$ cat config.mk
export PLATFORM = sky130hd
export DESIGN_NAME = demux1_2_stream_flat
export DESIGN_NICKNAME = d
export VERILOG_FILES = /design/src/rtl/demux1_2_stream_pkg.sv /design/src/rtl/demux1_2_stream_if.sv /design/src/rtl/demux1_2_stream_stream_reg1.sv /design/src/rtl/demux1_2_stream.sv /design/src/flat_wrapper.sv
export SDC_FILE = /design/constraint.sdc
export NUM_CORES = 1
export LEC_CHECK = 0
export CAP_MARGIN = 20
export CORE_MARGIN = 10
export CORE_UTILIZATION = 45
export CTS_BUF_LIST = sky130_fd_sc_hd__clkbuf_8
export DETAILED_ROUTE_END_ITERATION = 10
export DONT_BUFFER_PORTS = 1
export GPL_TIMING_DRIVEN = 0
export SYNTH_ARGS = -nofsm -noshare
export SYNTH_HDL_FRONTEND = slang
export SYNTH_SLANG_ARGS = --single-unit
export TNS_END_PERCENT = 20
$ cat constraint.sdc
create_clock -name clk -period 1.75 [get_ports clk]
set_input_delay 0.35 -clock clk [delete_from_list [all_inputs] [get_ports clk]]
set_output_delay 0.35 -clock clk [all_outputs]
set_load 0.005 [all_outputs]
$ cat src/rtl/demux1_2_stream_pkg.sv
// Shared select and FSM encodings for the 1:2 packet-aware stream demux.
package demux1_2_stream_pkg;

  localparam int unsigned DEFAULT_WIDTH = 8;

  localparam logic SEL_OUT0 = 1'b0;
  localparam logic SEL_OUT1 = 1'b1;

  typedef enum logic {
    ST_IDLE = 1'b0,
    ST_LOCK = 1'b1
  } state_e;

endpackage

$ cat src/rtl/demux1_2_stream_if.sv
// Bundle of the input stream and both output streams of the 1:2 demux.
interface demux1_2_stream_if #(
  parameter int unsigned WIDTH = 8
);

  logic [WIDTH-1:0] in_data;
  logic             in_sel;
  logic             in_last;
  logic             in_valid;
  logic             in_ready;

  logic [WIDTH-1:0] out0_data;
  logic             out0_last;
  logic             out0_valid;
  logic             out0_ready;

  logic [WIDTH-1:0] out1_data;
  logic             out1_last;
  logic             out1_valid;
  logic             out1_ready;

  // Environment side: upstream producer plus both downstream consumers.
  modport master (
    output in_data, in_sel, in_last, in_valid, out0_ready, out1_ready,
    input  in_ready, out0_data, out0_last, out0_valid,
           out1_data, out1_last, out1_valid
  );

  // Demux side.
  modport slave (
    input  in_data, in_sel, in_last, in_valid, out0_ready, out1_ready,
    output in_ready, out0_data, out0_last, out0_valid,
           out1_data, out1_last, out1_valid
  );

endinterface

$ cat src/rtl/demux1_2_stream_stream_reg1.sv
// One-entry registered stream stage; a drain and a load in the same cycle
// keep the stage full so it sustains one beat per clock.
module stream_reg1 #(
  parameter int unsigned W = 9
) (
  input  logic         clk,
  input  logic         rst_n,
  input  logic         in_valid,
  output logic         in_ready_c,
  input  logic [W-1:0] in_payload,
  output logic         out_valid,
  input  logic         out_ready,
  output logic [W-1:0] out_payload
);

  logic         valid_q, valid_d;
  logic [W-1:0] payload_q, payload_d;
  logic         load;

  assign in_ready_c = ~valid_q | out_ready;
  assign load       = in_valid & in_ready_c;

  always_comb begin
    valid_d   = valid_q;
    payload_d = payload_q;
    if (load) begin
      valid_d   = 1'b1;
      payload_d = in_payload;
    end else if (valid_q && out_ready) begin
      valid_d   = 1'b0;
    end
  end

  always_ff @(posedge clk) begin
    if (!rst_n) begin
      valid_q   <= 1'b0;
      payload_q <= '0;
    end else begin
      valid_q   <= valid_d;
      payload_q <= payload_d;
    end
  end

  assign out_valid   = valid_q;
  assign out_payload = payload_q;

endmodule

$ cat src/rtl/demux1_2_stream.sv
// 1:2 stream demux: routes each packet to out0/out1 by in_sel sampled on the
// first beat, holding the destination until the last beat is accepted.
module demux1_2_stream
  import demux1_2_stream_pkg::*;
#(
  parameter int unsigned WIDTH = DEFAULT_WIDTH
) (
  input logic              clk,
  input logic              rst_n,
  demux1_2_stream_if.slave bus
);

  localparam int unsigned PW = WIDTH + 1;

  state_e          state_q, state_d;
  logic            lock_sel_q, lock_sel_d;
  logic            eff_sel;
  logic            accept;
  logic            load0, load1;
  logic            rdy0_c, rdy1_c;
  logic            vld0, vld1;
  logic [PW-1:0]   pay_in;
  logic [PW-1:0]   pay0, pay1;

  assign eff_sel      = (state_q == ST_LOCK) ? lock_sel_q : bus.in_sel;
  assign bus.in_ready = rst_n & ((eff_sel == SEL_OUT1) ? rdy1_c : rdy0_c);
  assign accept       = bus.in_valid & bus.in_ready;
  assign load0        = accept & (eff_sel == SEL_OUT0);
  assign load1        = accept & (eff_sel == SEL_OUT1);
  assign pay_in       = {bus.in_last, bus.in_data};

  // Destination lock: opens on a non-last first beat, closes on the last beat.
  always_comb begin
    state_d    = state_q;
    lock_sel_d = lock_sel_q;
    if (accept) begin
      case (state_q)
        ST_IDLE: begin
          if (!bus.in_last) begin
            state_d    = ST_LOCK;
            lock_sel_d = bus.in_sel;
          end
        end
        ST_LOCK: begin
          if (bus.in_last) state_d = ST_IDLE;
        end
        default: state_d = ST_IDLE;
      endcase
    end
  end

  always_ff @(posedge clk) begin
    if (!rst_n) begin
      state_q    <= ST_IDLE;
      lock_sel_q <= SEL_OUT0;
    end else begin
      state_q    <= state_d;
      lock_sel_q <= lock_sel_d;
    end
  end

  stream_reg1 #(.W(PW)) u_out0 (
    .clk         (clk),
    .rst_n       (rst_n),
    .in_valid    (load0),
    .in_ready_c  (rdy0_c),
    .in_payload  (pay_in),
    .out_valid   (vld0),
    .out_ready   (bus.out0_ready),
    .out_payload (pay0)
  );

  stream_reg1 #(.W(PW)) u_out1 (
    .clk         (clk),
    .rst_n       (rst_n),
    .in_valid    (load1),
    .in_ready_c  (rdy1_c),
    .in_payload  (pay_in),
    .out_valid   (vld1),
    .out_ready   (bus.out1_ready),
    .out_payload (pay1)
  );

  assign bus.out0_valid = vld0;
  assign bus.out0_last  = pay0[PW-1];
  assign bus.out0_data  = pay0[WIDTH-1:0];
  assign bus.out1_valid = vld1;
  assign bus.out1_last  = pay1[PW-1];
  assign bus.out1_data  = pay1[WIDTH-1:0];

endmodule

$ cat src/flat_wrapper.sv
// flat-port wrapper written by rule: the top's interface ports become plain ports
module demux1_2_stream_flat import demux1_2_stream_pkg::*;
#(
  parameter int unsigned WIDTH = DEFAULT_WIDTH
)
  (clk, rst_n, bus_in_data, bus_in_sel, bus_in_last, bus_in_valid, bus_out0_ready, bus_out1_ready, bus_in_ready, bus_out0_data, bus_out0_last, bus_out0_valid, bus_out1_data, bus_out1_last, bus_out1_valid);
  demux1_2_stream_if #(.WIDTH(WIDTH)) bus_i ();
  input logic clk;
  input logic rst_n;
  input wire logic [$bits(bus_i.in_data)-1:0] bus_in_data;
  input wire logic [$bits(bus_i.in_sel)-1:0] bus_in_sel;
  input wire logic [$bits(bus_i.in_last)-1:0] bus_in_last;
  input wire logic [$bits(bus_i.in_valid)-1:0] bus_in_valid;
  input wire logic [$bits(bus_i.out0_ready)-1:0] bus_out0_ready;
  input wire logic [$bits(bus_i.out1_ready)-1:0] bus_out1_ready;
  output wire logic [$bits(bus_i.in_ready)-1:0] bus_in_ready;
  output wire logic [$bits(bus_i.out0_data)-1:0] bus_out0_data;
  output wire logic [$bits(bus_i.out0_last)-1:0] bus_out0_last;
  output wire logic [$bits(bus_i.out0_valid)-1:0] bus_out0_valid;
  output wire logic [$bits(bus_i.out1_data)-1:0] bus_out1_data;
  output wire logic [$bits(bus_i.out1_last)-1:0] bus_out1_last;
  output wire logic [$bits(bus_i.out1_valid)-1:0] bus_out1_valid;
  assign bus_i.in_data = bus_in_data;
  assign bus_i.in_sel = bus_in_sel;
  assign bus_i.in_last = bus_in_last;
  assign bus_i.in_valid = bus_in_valid;
  assign bus_i.out0_ready = bus_out0_ready;
  assign bus_i.out1_ready = bus_out1_ready;
  assign bus_in_ready = bus_i.in_ready;
  assign bus_out0_data = bus_i.out0_data;
  assign bus_out0_last = bus_i.out0_last;
  assign bus_out0_valid = bus_i.out0_valid;
  assign bus_out1_data = bus_i.out1_data;
  assign bus_out1_last = bus_i.out1_last;
  assign bus_out1_valid = bus_i.out1_valid;
  demux1_2_stream #(.WIDTH(WIDTH)) u_core (.clk(clk), .rst_n(rst_n), .bus(bus_i));
endmodule
==> flow_metrics.tcl, run 1 <==
set metrics [dict create \
    wl_per_cell_um 16.5 \
    clk_latency_ns 0.25 \
    cts.sinks 22 \
    clockBufferDepth 2 \
    die_y_um 64.8 \
    p_leak_nw 0.344 \
    holdPathStages 1 \
    synthXorXnorAreaFrac_pct 0 \
    hp-class "in -> reg" \
    syn_area_um2 902 \
    num_vias 547 \
    path_clk_slew_ns 0.08 \
    cp_slowest_cell "dfxtp_2" \
    cts_hold_buf 0 \
    synth-seq-cells 22 \
    cts_buffers 3 \
    port_buffers 0 \
    n_antenna_cell 0 \
    cts_tree "yes" \
    synthCells 79 \
    synth-compound-area-share_pct 4.44 \
    hp-start "rst_n" \
    cp_slowest_stage_delay_ns 0.36 \
    place_congestion 0.687 \
    wl_met3_um 195 \
    synth.avg_cell_area_um2 11.4 \
    dpl.hpwl_um 1380 \
    synth_top_family_by_area "multiplexers" \
    cp-start-kind "flip-flop" \
    cp_cell_sequence "mux2i_2 -> mux2i_1 -> and2_1" \
    worstRegToRegCells 5 \
    area_delta_synth_final_pct 9.29 \
    peakVddDrop_uv 555 \
    drcViolationCount 0 \
    maxCapViolations 0 \
    drt_iter0_markers 8 \
    start_util_pct 46.5 \
    ios 36 \
    synth_fa_ha_area_share_pct 0 \
    syn_nets 94 \
    setup_viol 0 \
    slew_violations 0 \
    powerDensity_nw_per_um2 944 \
    fp.dieW_um 64.8 \
    globalRouteTotalUtil_pct 8.67 \
    crit_path_end_kind "output port" \
    tightest_slew_ns 0.507 \
    core_area_um2 1940 \
    synth_warnings 0 \
    cts_root_buffer "clkbuf_8" \
    rsz0062_at_grt "no" \
    r2r_slack_ns 0.18 \
    grt_max_degree 12 \
    relSlewSlack_pct 66.0 \
    antenna_found_initial 0 \
    critical_path_peak_fanout 3 \
    arrival_ns 1.27 \
    grt_overflow 0 \
    vias_per_cell 4.97 \
    skew_ns 0.00307 \
    ys_seq_area_share_pct 48.8 \
    crit_type "reg -> out" \
    setup_tns_ns 0 \
    fmax_ghz 0.616 \
    drtPass1Iterations 4 \
    rows 16 \
    total_power_uw 931 \
    r2r-start "u_core.u_out1.out_valid" \
    min_period_ns 1.62 \
    h-tree-depth 1 \
    hold_viol_final 0 \
    wl_met1_um 695 \
    synthMuxAreaShare_pct 23.7 \
    drtAntennaViolNets 0 \
    critPathRequiredTime_ns 1.40 \
    layout.nets 100 \
    hold_ws_ns 0.224 \
    wl_um 1810 \
    holdPathEnd "u_core.u_out1.out_payload[5]" \
    synth-simple-area-share_pct 19.7 \
    die_area_um2 4200 \
    top_layer "met4" \
    grt_pass1_vias 574 \
    status "finished, final reports clean" \
    wl_met2_um 895 \
    fin_crit_sh_pct 92.8 \
    grt_first_pass_wirelength_um 2820 \
    synth_cell_types 16 \
    drive_gt1_share_pct 15.7 \
    timing.rr.end "u_core.u_out1.out_payload[8]" \
]
## how the worst max path moves through the flow
stage                    from  cells past startpoint                           end  slack [ns]
2_1_floorplan  u_core.state_q                      5  u_core.u_out0.out_payload[2]        0.25
3_3_place_gp   u_core.state_q                      5  u_core.u_out0.out_payload[6]         0.1
3_5_place_dp   u_core.state_q                      5  u_core.u_out0.out_payload[2]        0.08
4_1_cts        u_core.state_q                      3                  bus_in_ready        0.07
5_1_grt        u_core.state_q                      5  u_core.u_out1.out_payload[1]        0.04
6_report       u_core.state_q                      3                  bus_in_ready        0.13
## cells in the mapped netlist
cell type / instances / area [µm²]
and2_1: 1 / 6.26
nor2_1: 1 / 3.75
o21a_1: 2 / 15.0
nand2_1: 3 / 11.3
nor3b_4: 1 / 18.8
nor2b_1: 19 / 119
dfxtp_1: 22 / 440
o311a_2: 1 / 11.3
o21ai_0: 1 / 5.00
clkbuf_1: 2 / 7.51
nor3_2: 1 / 10.0
o21ai_2: 1 / 8.76
buf_6: 2 / 22.5
mux2i_2: 1 / 13.8
and2b_2: 1 / 8.76
mux2i_1: 20 / 200
## registers in the layout (all words and copies together), names as in the netlist
name,flops
u_core.u_out1.out_valid,1
u_core.u_out0.out_payload,9
u_core.u_out0.out_valid,1
u_core.state_q,1
u_core.u_out1.out_payload,9
u_core.lock_sel_q,1
## metal layers
| layer | vias up | GRT usage, % |
|---|---|---|
| met5 | - | 0 |
| met4 | 0 | 4.01 |
| met3 | 4 | 5.33 |
| met2 | 16 | 13.9 |
| met1 | 255 | 8.79 |
| li1 | 272 | - |
## what timing repair did
action	4_1_cts	5_1_grt
setup buffers	0	1
endpoints found under the setup margin	0	7
gates resized for setup	0	1
## power by group
part	internal (mW)	total, mW	switching [mW]
Clock	0.153	0.305	0.152
Sequential	0.522	0.538	0.0162
Combinational	0.0481	0.0872	0.0391
Total	0.724	0.931	0.207
## worst max-delay path, delay by kind of cell, from the launching register on
kind	cells	cell delay (ns)
multiplexers	2	0.50
AND/OR/NAND/NOR	1	0.16
flip-flops	1	0.36
## per-stage QoR
step	util, %	worst slack (ns)	std cells	area, µm²
after global placement	48.2	0.0975	106	936
after global routing	50.8	0.0404	110	986
final	50.8	0.126	110	986
after detailed placement	48.2	0.0831	106	936
after floorplan	-	0.252	79	902
after CTS	50.3	0.0702	109	977
## kinds of logic after synthesis
family	Yosys count
DFF	22
muxes	21
AOI/OAI and AO/OA	5
and+or+nand+nor	27
buffers and inverters	4
## layout make-up
cell class / count / area, µm²
buffer: 4 / 30.0
clock buffer: 3 / 41.3
fill: 192 / 956
multi-input combinational: 53 / 432
sequential: 22 / 442
tap: 27 / 33.8
timing repair buffer: 1 / 7.51
## layout by cell type (no fill, tap or decap), types with 2 or more instances in the layout
cell type	instances
buf_6	2
nor2b_1	19
o21a_1	2
clkbuf_1	2
clkbuf_8	3
nand2_1	3
mux2i_1	20
dfxtp_1	21
No activity file was read; power rests on OpenSTA's default activity.
==> run 2, diff against run 1 <==
--- a/config.mk
+++ b/config.mk
@@ -6,12 +6,15 @@
 export NUM_CORES = 1
 export LEC_CHECK = 0
 export CAP_MARGIN = 20
+export CELL_PAD_IN_SITES_DETAIL_PLACEMENT = 1
+export CELL_PAD_IN_SITES_GLOBAL_PLACEMENT = 2
 export CORE_MARGIN = 10
-export CORE_UTILIZATION = 45
+export CORE_UTILIZATION = 38
 export CTS_BUF_LIST = sky130_fd_sc_hd__clkbuf_8
 export DETAILED_ROUTE_END_ITERATION = 10
 export DONT_BUFFER_PORTS = 1
 export GPL_TIMING_DRIVEN = 0
+export PLACE_DENSITY_LB_ADDON = 0.1
 export SYNTH_ARGS = -nofsm -noshare
 export SYNTH_HDL_FRONTEND = slang
 export SYNTH_SLANG_ARGS = --single-unit
==> run 2 against run 1 <==
Against the previous run: register-to-register slack got worse by 0.03 ns; worst setup slack got worse by 0.034 ns; worst hold slack improved by 0.00072 ns; sequential power about the same; combinational power increased by 1%; clock skew decreased by 0.0020 ns; critical endpoint unchanged.
==> flow_metrics.tcl, run 2 (synthesized netlist as in run 1, its figures left out) <==
set metrics [dict create \
    critical_path_peak_fanout 3 \
    r2r-start "u_core.state_q" \
    critPathBufInv 0 \
    worst_slack_ns 0.0924 \
    grt_first_pass_wirelength_um 3380 \
    grt_max_degree 13 \
    power.share.sequential_pct 54.6 \
    critical_path.top_delay_family "multiplexers" \
    cts_buffers 3 \
    worstRegToRegCells 5 \
    timing.rr.end "u_core.u_out1.out_payload[0]" \
    drtPass1Iterations 3 \
    arrival_ns 1.31 \
    tightest_slew_ns 0.526 \
    peakVddDrop_uv 430 \
    fin_crit_sh_pct 94.7 \
    total_power_uw 986 \
    clk_latency_ns 0.26 \
    wl_um 2060 \
    drcViolationCount 0 \
    critPathRequiredTime_ns 1.40 \
    clkPwrFrac_pct 36.4 \
    post-route-cell-area_um2 1000 \
    h-tree-depth 1 \
    layout_commonest_cell "dfxtp_1" \
    cts_root_buffer "clkbuf_8" \
    holdPathStages 1 \
    cts.sinks 22 \
    area_delta_synth_final_pct 11.0 \
    n_antenna_cell 0 \
    hold_viol_final 0 \
    placed_area_um2 937 \
    relSlewSlack_pct 64.7 \
    drive_gt1_share_pct 16.7 \
    maxCapViolations 0 \
    min_period_ns 1.66 \
    drtAntennaViolNets 0 \
    slew_violations 0 \
    ios 36 \
    layout_common_cells "21 x dfxtp_1, 20 x mux2i_1, 19 x nor2b_1, 4 x clkbuf_8, 3 x nand2_1" \
    setup_viol 0 \
    setup_tns_ns 0 \
    grt_overflow 0 \
    p_leak_nw 0.351 \
    skew_ns 0.00107 \
    rsz0062_at_grt "yes" \
    place_congestion 0.612 \
    layout.nets 100 \
    wl_per_cell_um 18.4 \
    cts_tree "yes" \
    core_area_um2 2230 \
    clockBufferDepth 2 \
    grt_pass1_vias 638 \
    final_cells 112 \
    die_area_um2 4720 \
    globalRouteTotalUtil_pct 9.43 \
    cp-start-kind "flip-flop" \
    fp.dieW_um 68.7 \
    holdPathEnd "u_core.u_out1.out_payload[4]" \
    cp_cell_sequence "mux2i_2 -> mux2i_1 -> and2_1" \
    place_inst 107 \
    p_int_uw 770 \
    hp-class "in -> reg" \
    hold_ws_ns 0.225 \
    dpl.hpwl_um 1570 \
    hp-start "rst_n" \
    postLayoutCoreUtil_pct 44.8 \
    die_y_um 68.7 \
    cp_slowest_stage_delay_ns 0.36 \
    powerDensity_nw_per_um2 985 \
    rows 17 \
    vias_per_cell 5.00 \
    port_buffers 0 \
    r2r_slack_ns 0.15 \
    fmax_ghz 0.603 \
    num_vias 560 \
    p_sw_share_pct 21.9 \
    netSwitchingPower_uw 216 \
    cp_slowest_cell "dfxtp_2" \
    path_clk_slew_ns 0.08 \
    antenna_found_initial 0 \
    worstSetupStartpoint "u_core.state_q" \
    comb_power_share_pct 9.0 \
    status "finished, final reports clean" \
    dp_slack_ns 0.0368 \
    start_util_pct 40.4 \
    crit_type "reg -> out" \
    drt_iter0_markers 14 \
    crit_path_end_kind "output port" \
]
[run 2: cell types whose count changed in the layout (fill, tap and decap cells not counted), sizes merged]
| cell | previous run | this run |
|---|---|---|
| clkbuf | 5 | 6 |
[run 2: cell type report]
| type | count | area (µm²) |
|---|---|---|
| Timing Repair Buffer | 1 | 7.51 |
| Multi-Input combinational cell | 53 | 432 |
| Tap cell | 28 | 35.0 |
| Clock buffer | 4 | 55.1 |
| Buffer | 4 | 30.0 |
| Fill cell | 249 | 1230 |
| Sequential cell | 22 | 442 |
[run 2: worst max path at each step]
| stage | cells past startpoint | slack (ns) | to |
|---|---|---|---|
| after floorplan | 5 | 0.25 | u_core.u_out0.out_payload[2] |
| after global placement | 5 | 0.08 | u_core.u_out0.out_payload[4] |
| after detailed placement | 5 | 0.04 | u_core.u_out0.out_payload[7] |
| after CTS | 3 | 0.02 | bus_in_ready |
| after global routing | 3 | -0.03 | bus_in_ready |
| final | 3 | 0.09 | bus_in_ready |
[run 2: what timing repair did]
action / in CTS / in global routing
endpoints found under the setup margin: 0 / 11
hold buffers: 0 / 0
gates resized for setup: 0 / 1
setup buffers: 0 / 1
[run 2: per-layer routing]
metal	global-route usage, %	wire [µm]
met5	0	0
met4	2.96	6
met3	4.67	266
met2	14.5	942
met1	11.3	845
[run 2: power groups by stage]
stage / logic [mW] / registers (mW) / clock network (mW)
floorplan: 0.0750 / 0.546 / 0
finish: 0.0884 / 0.539 / 0.359
global route: 0.100 / 0.543 / 0.393
CTS: 0.0897 / 0.540 / 0.381
detailed placement: 0.0894 / 0.552 / 0
global placement: 0.0870 / 0.551 / 0
